<file path="src/rtl/cca_pkg.sv">
// rtl/cca_pkg.sv - shared FSM state encoding and busy_cause bit positions for cca_detect
package cca_pkg;

  typedef enum logic [1:0] {
    ST_IDLE    = 2'd0,
    ST_BUSY    = 2'd1,
    ST_TX_TAIL = 2'd2,
    ST_SETTLE  = 2'd3
  } cca_state_t;

  localparam int CAUSE_ENERGY = 0;
  localparam int CAUSE_DEMOD  = 1;
  localparam int CAUSE_TX     = 2;

  localparam int TIMER_WIDTH = 9;

endpackage

</file>
<file path="src/rtl/cca_energy_det.sv">
// rtl/cca_energy_det.sv - RSSI energy flag with hysteresis; set above threshold, clear below threshold minus hysteresis
module cca_energy_det #(
  parameter int WIDTH = 11
) (
  input  logic             clk,
  input  logic             rst,
  input  logic [WIDTH-1:0] rssi_half_db,
  input  logic             rssi_half_db_valid,
  input  logic [WIDTH-1:0] rssi_th,
  input  logic [4:0]       rssi_hyst,
  output logic             energy_busy
);

  logic signed [WIDTH:0] rssi_ext;
  logic signed [WIDTH:0] th_ext;
  logic signed [WIDTH:0] low_ext;

  // One extra bit keeps th - hyst from wrapping when th sits near the negative limit.
  assign rssi_ext = $signed({rssi_half_db[WIDTH-1], rssi_half_db});
  assign th_ext   = $signed({rssi_th[WIDTH-1], rssi_th});
  assign low_ext  = th_ext - $signed({{(WIDTH-4){1'b0}}, rssi_hyst});

  always_ff @(posedge clk) begin
    if (rst) begin
      energy_busy <= 1'b0;
    end else if (rssi_half_db_valid) begin
      if (rssi_ext > th_ext) begin
        energy_busy <= 1'b1;
      end else if (rssi_ext < low_ext) begin
        energy_busy <= 1'b0;
      end
    end
  end

endmodule

</file>
<file path="src/rtl/cca_detect.sv">
// rtl/cca_detect.sv - clear channel assessment: busy sources, post-TX tail and settle qualification, busy-time statistics
module cca_detect
  import cca_pkg::*;
#(
  parameter int RSSI_HALF_DB_WIDTH = 11
) (
  input  logic                          clk,
  input  logic                          rst,
  input  logic                          tsf_pulse_1M,
  input  logic [RSSI_HALF_DB_WIDTH-1:0] rssi_half_db,
  input  logic                          rssi_half_db_valid,
  input  logic [RSSI_HALF_DB_WIDTH-1:0] rssi_th,
  input  logic [4:0]                    rssi_hyst,
  input  logic                          demod_is_ongoing,
  input  logic                          tx_rf_is_ongoing,
  input  logic [6:0]                    tx_tail_us,
  input  logic [7:0]                    settle_us,
  input  logic                          force_busy,
  input  logic                          force_idle,
  input  logic                          busy_us_clear,
  output logic                          ch_idle,
  output logic [2:0]                    busy_cause,
  output logic [31:0]                   busy_us_count
);

  cca_state_t             state;
  cca_state_t             next_state;
  logic [TIMER_WIDTH-1:0] us_timer;
  logic [TIMER_WIDTH-1:0] timer_next;
  logic                   tx_seen;
  logic                   tx_seen_next;
  logic                   energy_busy;
  logic                   src;
  logic                   ch_idle_next;
  logic [2:0]             cause_next;

  cca_energy_det #(
    .WIDTH(RSSI_HALF_DB_WIDTH)
  ) u_energy_det (
    .clk               (clk),
    .rst               (rst),
    .rssi_half_db      (rssi_half_db),
    .rssi_half_db_valid(rssi_half_db_valid),
    .rssi_th           (rssi_th),
    .rssi_hyst         (rssi_hyst),
    .energy_busy       (energy_busy)
  );

  assign src = energy_busy | demod_is_ongoing | tx_rf_is_ongoing;

  always_comb begin
    next_state = state;
    timer_next = us_timer;
    unique case (state)
      ST_IDLE: begin
        if (src) next_state = ST_BUSY;
      end
      ST_BUSY: begin
        if (!src) begin
          if (tx_seen) begin
            next_state = ST_TX_TAIL;
            timer_next = {2'b00, tx_tail_us};
          end else begin
            next_state = ST_SETTLE;
            timer_next = {1'b0, settle_us};
          end
        end
      end
      ST_TX_TAIL: begin
        if (src) begin
          next_state = ST_BUSY;
        end else if (us_timer == '0) begin
          next_state = ST_SETTLE;
          timer_next = {1'b0, settle_us};
        end else if (tsf_pulse_1M) begin
          timer_next = us_timer - 1'b1;
        end
      end
      ST_SETTLE: begin
        if (src) begin
          next_state = ST_BUSY;
        end else if (us_timer == '0) begin
          next_state = ST_IDLE;
        end else if (tsf_pulse_1M) begin
          timer_next = us_timer - 1'b1;
        end
      end
      default: next_state = ST_BUSY;
    endcase
  end

  // tx_seen spans one busy episode, including any TX_TAIL that bounced back into BUSY.
  always_comb begin
    tx_seen_next = tx_seen;
    if (state == ST_BUSY && tx_rf_is_ongoing) begin
      tx_seen_next = 1'b1;
    end else if (next_state == ST_IDLE || next_state == ST_SETTLE) begin
      tx_seen_next = 1'b0;
    end
  end

  always_comb begin
    ch_idle_next = (next_state == ST_IDLE);
    if (force_busy) begin
      ch_idle_next = 1'b0;
    end else if (force_idle) begin
      ch_idle_next = 1'b1;
    end
  end

  always_comb begin
    cause_next               = '0;
    cause_next[CAUSE_ENERGY] = energy_busy;
    cause_next[CAUSE_DEMOD]  = demod_is_ongoing;
    cause_next[CAUSE_TX]     = tx_rf_is_ongoing;
  end

  always_ff @(posedge clk) begin
    if (rst) begin
      state      <= ST_BUSY;
      us_timer   <= '0;
      tx_seen    <= 1'b0;
      ch_idle    <= 1'b0;
      busy_cause <= '0;
    end else begin
      state      <= next_state;
      us_timer   <= timer_next;
      tx_seen    <= tx_seen_next;
      ch_idle    <= ch_idle_next;
      busy_cause <= cause_next;
    end
  end

  always_ff @(posedge clk) begin
    if (rst || busy_us_clear) begin
      busy_us_count <= '0;
    end else if (tsf_pulse_1M && !ch_idle && busy_us_count != 32'hFFFF_FFFF) begin
      busy_us_count <= busy_us_count + 32'd1;
    end
  end

endmodule
</file>
<file path="config.mk">
export PLATFORM = sky130hd
export DESIGN_NAME = cca_detect
export DESIGN_NICKNAME = d
export VERILOG_FILES = /design/src/rtl/cca_pkg.sv /design/src/rtl/cca_energy_det.sv /design/src/rtl/cca_detect.sv
export SDC_FILE = /design/constraint.sdc
export NUM_CORES = 1
export LEC_CHECK = 0
export BUFFER_PORTS_ARGS = -buffer_cell sky130_fd_sc_hd__buf_2
export CAP_MARGIN = 10
export CORE_MARGIN = 2
export CORE_UTILIZATION = 48
export CTS_CLUSTER_DIAMETER = 200
export CTS_CLUSTER_SIZE = 40
export DETAILED_ROUTE_END_ITERATION = 7
export PLACE_DENSITY_LB_ADDON = 0.3
export SKIP_CTS_REPAIR_TIMING = 1
export SLEW_MARGIN = 15
export SYNTH_ARGS = -nofsm -noshare
export SYNTH_HDL_FRONTEND = slang
export SYNTH_HIERARCHICAL = 1
export SYNTH_SLANG_ARGS = --single-unit
</file>
<file path="constraint.sdc">
create_clock -name clk -period 3.4 [get_ports clk]
set_input_delay 0.17 -clock clk [delete_from_list [all_inputs] [get_ports clk]]
set_output_delay 0.17 -clock clk [all_outputs]
set_load 0.01 [all_outputs]
</file>
==> results.ini <==
[clock_tree]
numClockSinks = 49
cts_buffer_depth = 2
cts_buffers = 5
h-tree-depth = 2
cts_tree = yes
clockRootBuffer = clkbuf_8
clkTransAtPathRegs_ps = 90
insertion_delay_ps = 300

[floorplanning]
die_area_um2 = 8040
ioPinCount = 87
rows = 31
initial_utilization = 0.491
die_w_um = 89.7
die_y_um = 89.7
core_area_um2 = 7180

[routing]
dr.pass1.iters = 5
final_antenna_net_count = 0
wl_um = 8310
drt-initial-drc-count = 107
vias = 3492
wl_per_cell_um = 13.6
vias_per_cell = 5.72
drc = 0

[sta]
finalCritPeriodShare = 0.765
rsz0062_at_grt = false
fin_skew_ps = 16.3
max_slew_margin = 0.389
min_period_ps = 2600
max_freq_mhz = 384
setup_viol = 0
fin_setup_tns_ps = 0
slew_violations = 0
hold_violations = 0
tightestPinTransition_ps = 908

[worst_setup_path]
crit_family = compound AO/OA/AOI/OAI gates
critPathRequiredTime_ps = 3610
critPathKind = primary input to register
critPathBufInv = 3
worstSetupEndpointType = register
cp-start-kind = primary input
crit_path_max_incr_delay_ps = 400
worstPathCellList = buf_2, inv_1, ha_1, inv_1, fa_1, a21o_1, a21oi_1, nand2b_1, nand2_1, xnor2_1, ha_1, nand2_1, a2111oi_1, o21ai_1, o211a_1, o32ai_2
crit_arrival_ps = 2810
worst_path_max_delay_cell = fa_1
crit_fanout = 3

[run_status]
status = finished, final reports clean

[yosys]
yosys_warnings = 6
synth-edff-count = 0
synth_nets = 516
netlist_instances = 430
yosysUniqueCellTypes = 66
ys_async_sr_fraction = 0
syn_area_per_cell_um2 = 8.20
ys_ff_latch = 49
syn_area_um2 = 3520
synth_ff_type = dfxtp_1
yosysSeqAreaShare = 0.278

[placement]
io_buffers = 86
dp.final_hpwl_um = 6550
routabilityCongestion = 0.883

[hold_path]
hold_path_class = primary input to register

[cells_and_area]
fin_nets = 597
final_common_cell = buf_2
final_cell_mix = buf_2, dfxtp_1, inv_1, nor2_1, ha_1
synthToLayoutAreaGrowth_pct = 16.6
diodes = 0
fillCellCount = 683
drive_above_1_share = 0.240

[global_routing]
antenna_found_initial = 0
grt_overflow = 0
grt_first_pass_wirelength_um = 13500
grt_start_max_net_pins = 32
grt_use_total = 0.207
grt_pass1_vias = 3202

[power]
leakage_nw = 1.73
ir_drop_v = 0.000218
power_density_nw_per_um2 = 439
finalPower_mw = 1.80

[flow_run]
maxCapViolCount = 0

==> cell families (layout without fill, tap and decap cells) <==
group,after synthesis,count (layout),share of synthesized area
AO/OA/AOI/OAI,115,115,0.233
XOR/XNOR,21,21,0.0522
adder cells (fa/ha/maj),35,35,0.126
buffers and inverters,47,129,0.0547
flip-flops,49,49,0.278
AND/OR/NAND/NOR,163,163,0.255
==> sequential cells by signal (all words and copies together), names as in the netlist <==
signal                    cells
state                         2
busy_cause                    3
ch_idle                       1
u_energy_det/energy_busy      1
us_timer                      9
tx_seen                       1
busy_us_count                32
==> worst paths after layout <==
path / from / endpoint / slack (ps) / cells past startpoint
hold / removal: force_busy / ch_idle / 50 / 2
setup reg to reg: us_timer[2] / us_timer[2] / 990 / 5
setup / recovery: rssi_th[0] / u_energy_det/energy_busy / 800 / 16
hold reg to reg: us_timer[8] / us_timer[8] / 500 / 1
==> layout make-up <==
| type | count | area [um2] | area share |
|---|---|---|---|
| Clock inverter | 3 | 21.3 | 0.00517 |
| Tap cell | 99 | 124 | 0.0301 |
| Inverter | 34 | 128 | 0.0310 |
| Sequential cell | 49 | 981 | 0.239 |
| Clock buffer | 5 | 68.8 | 0.0167 |
| Timing Repair Buffer | 87 | 438 | 0.107 |
| Multi-Input combinational cell | 334 | 2350 | 0.572 |
==> where the power goes <==
| part | leakage [nW] | switching [mW] | internal [mW] |
|---|---|---|---|
| logic | 1.28 | 0.451 | 0.320 |
| clock network | 0.0445 | 0.201 | 0.146 |
| registers | 0.398 | 0.0537 | 0.633 |
==> metal layers <==
metal  up-vias  global-route usage  share of wire
met4         0              0.0529          0.015
met5         -                   0              0
met3        12              0.0375          0.046
li1       1765                   -              -
met1      1625               0.253           0.44
met2        90               0.372           0.49
==> worst reg2reg max path, cell delays in order (launching register included) <==
cell and delay, ps:
dfxtp_1 350, nor3_1 500, nand3_1 340, a32oi_1 730, a21oi_1 80, o32ai_1 310
==> stage by stage <==
step | hold WS [ps] | util | instances | instance area [um2] | worst slack [ps]
4_1_cts | 35.9 | 0.573 | 611 | 4110 | 812
3_3_place_gp | 359 | 0.560 | 603 | 4020 | 608
6_report | 46.9 | 0.573 | 611 | 4110 | 799
3_5_place_dp | 359 | 0.560 | 603 | 4020 | 513
2_1_floorplan | 247 | - | 430 | 3520 | 880
5_1_grt | 37.0 | 0.573 | 611 | 4110 | 640
==> Yosys cell counts (all sizes together), types with 7 or more instances <==
library cell	number	area share
nor2	34	0.036
a21oi	38	0.061
inv	34	0.036
o32ai	7	0.020
nor4	8	0.014
o21ai	20	0.028
and3	8	0.014
xnor2	19	0.047
or3	15	0.028
nand3	17	0.024
clkbuf	9	0.0096
dfxtp	49	0.28
nand4	11	0.021
nor3	10	0.017
nand2	25	0.027
a211oi	7	0.015
nor2b	7	0.012
ha	34	0.12
Power figures use the tool's default switching activity.
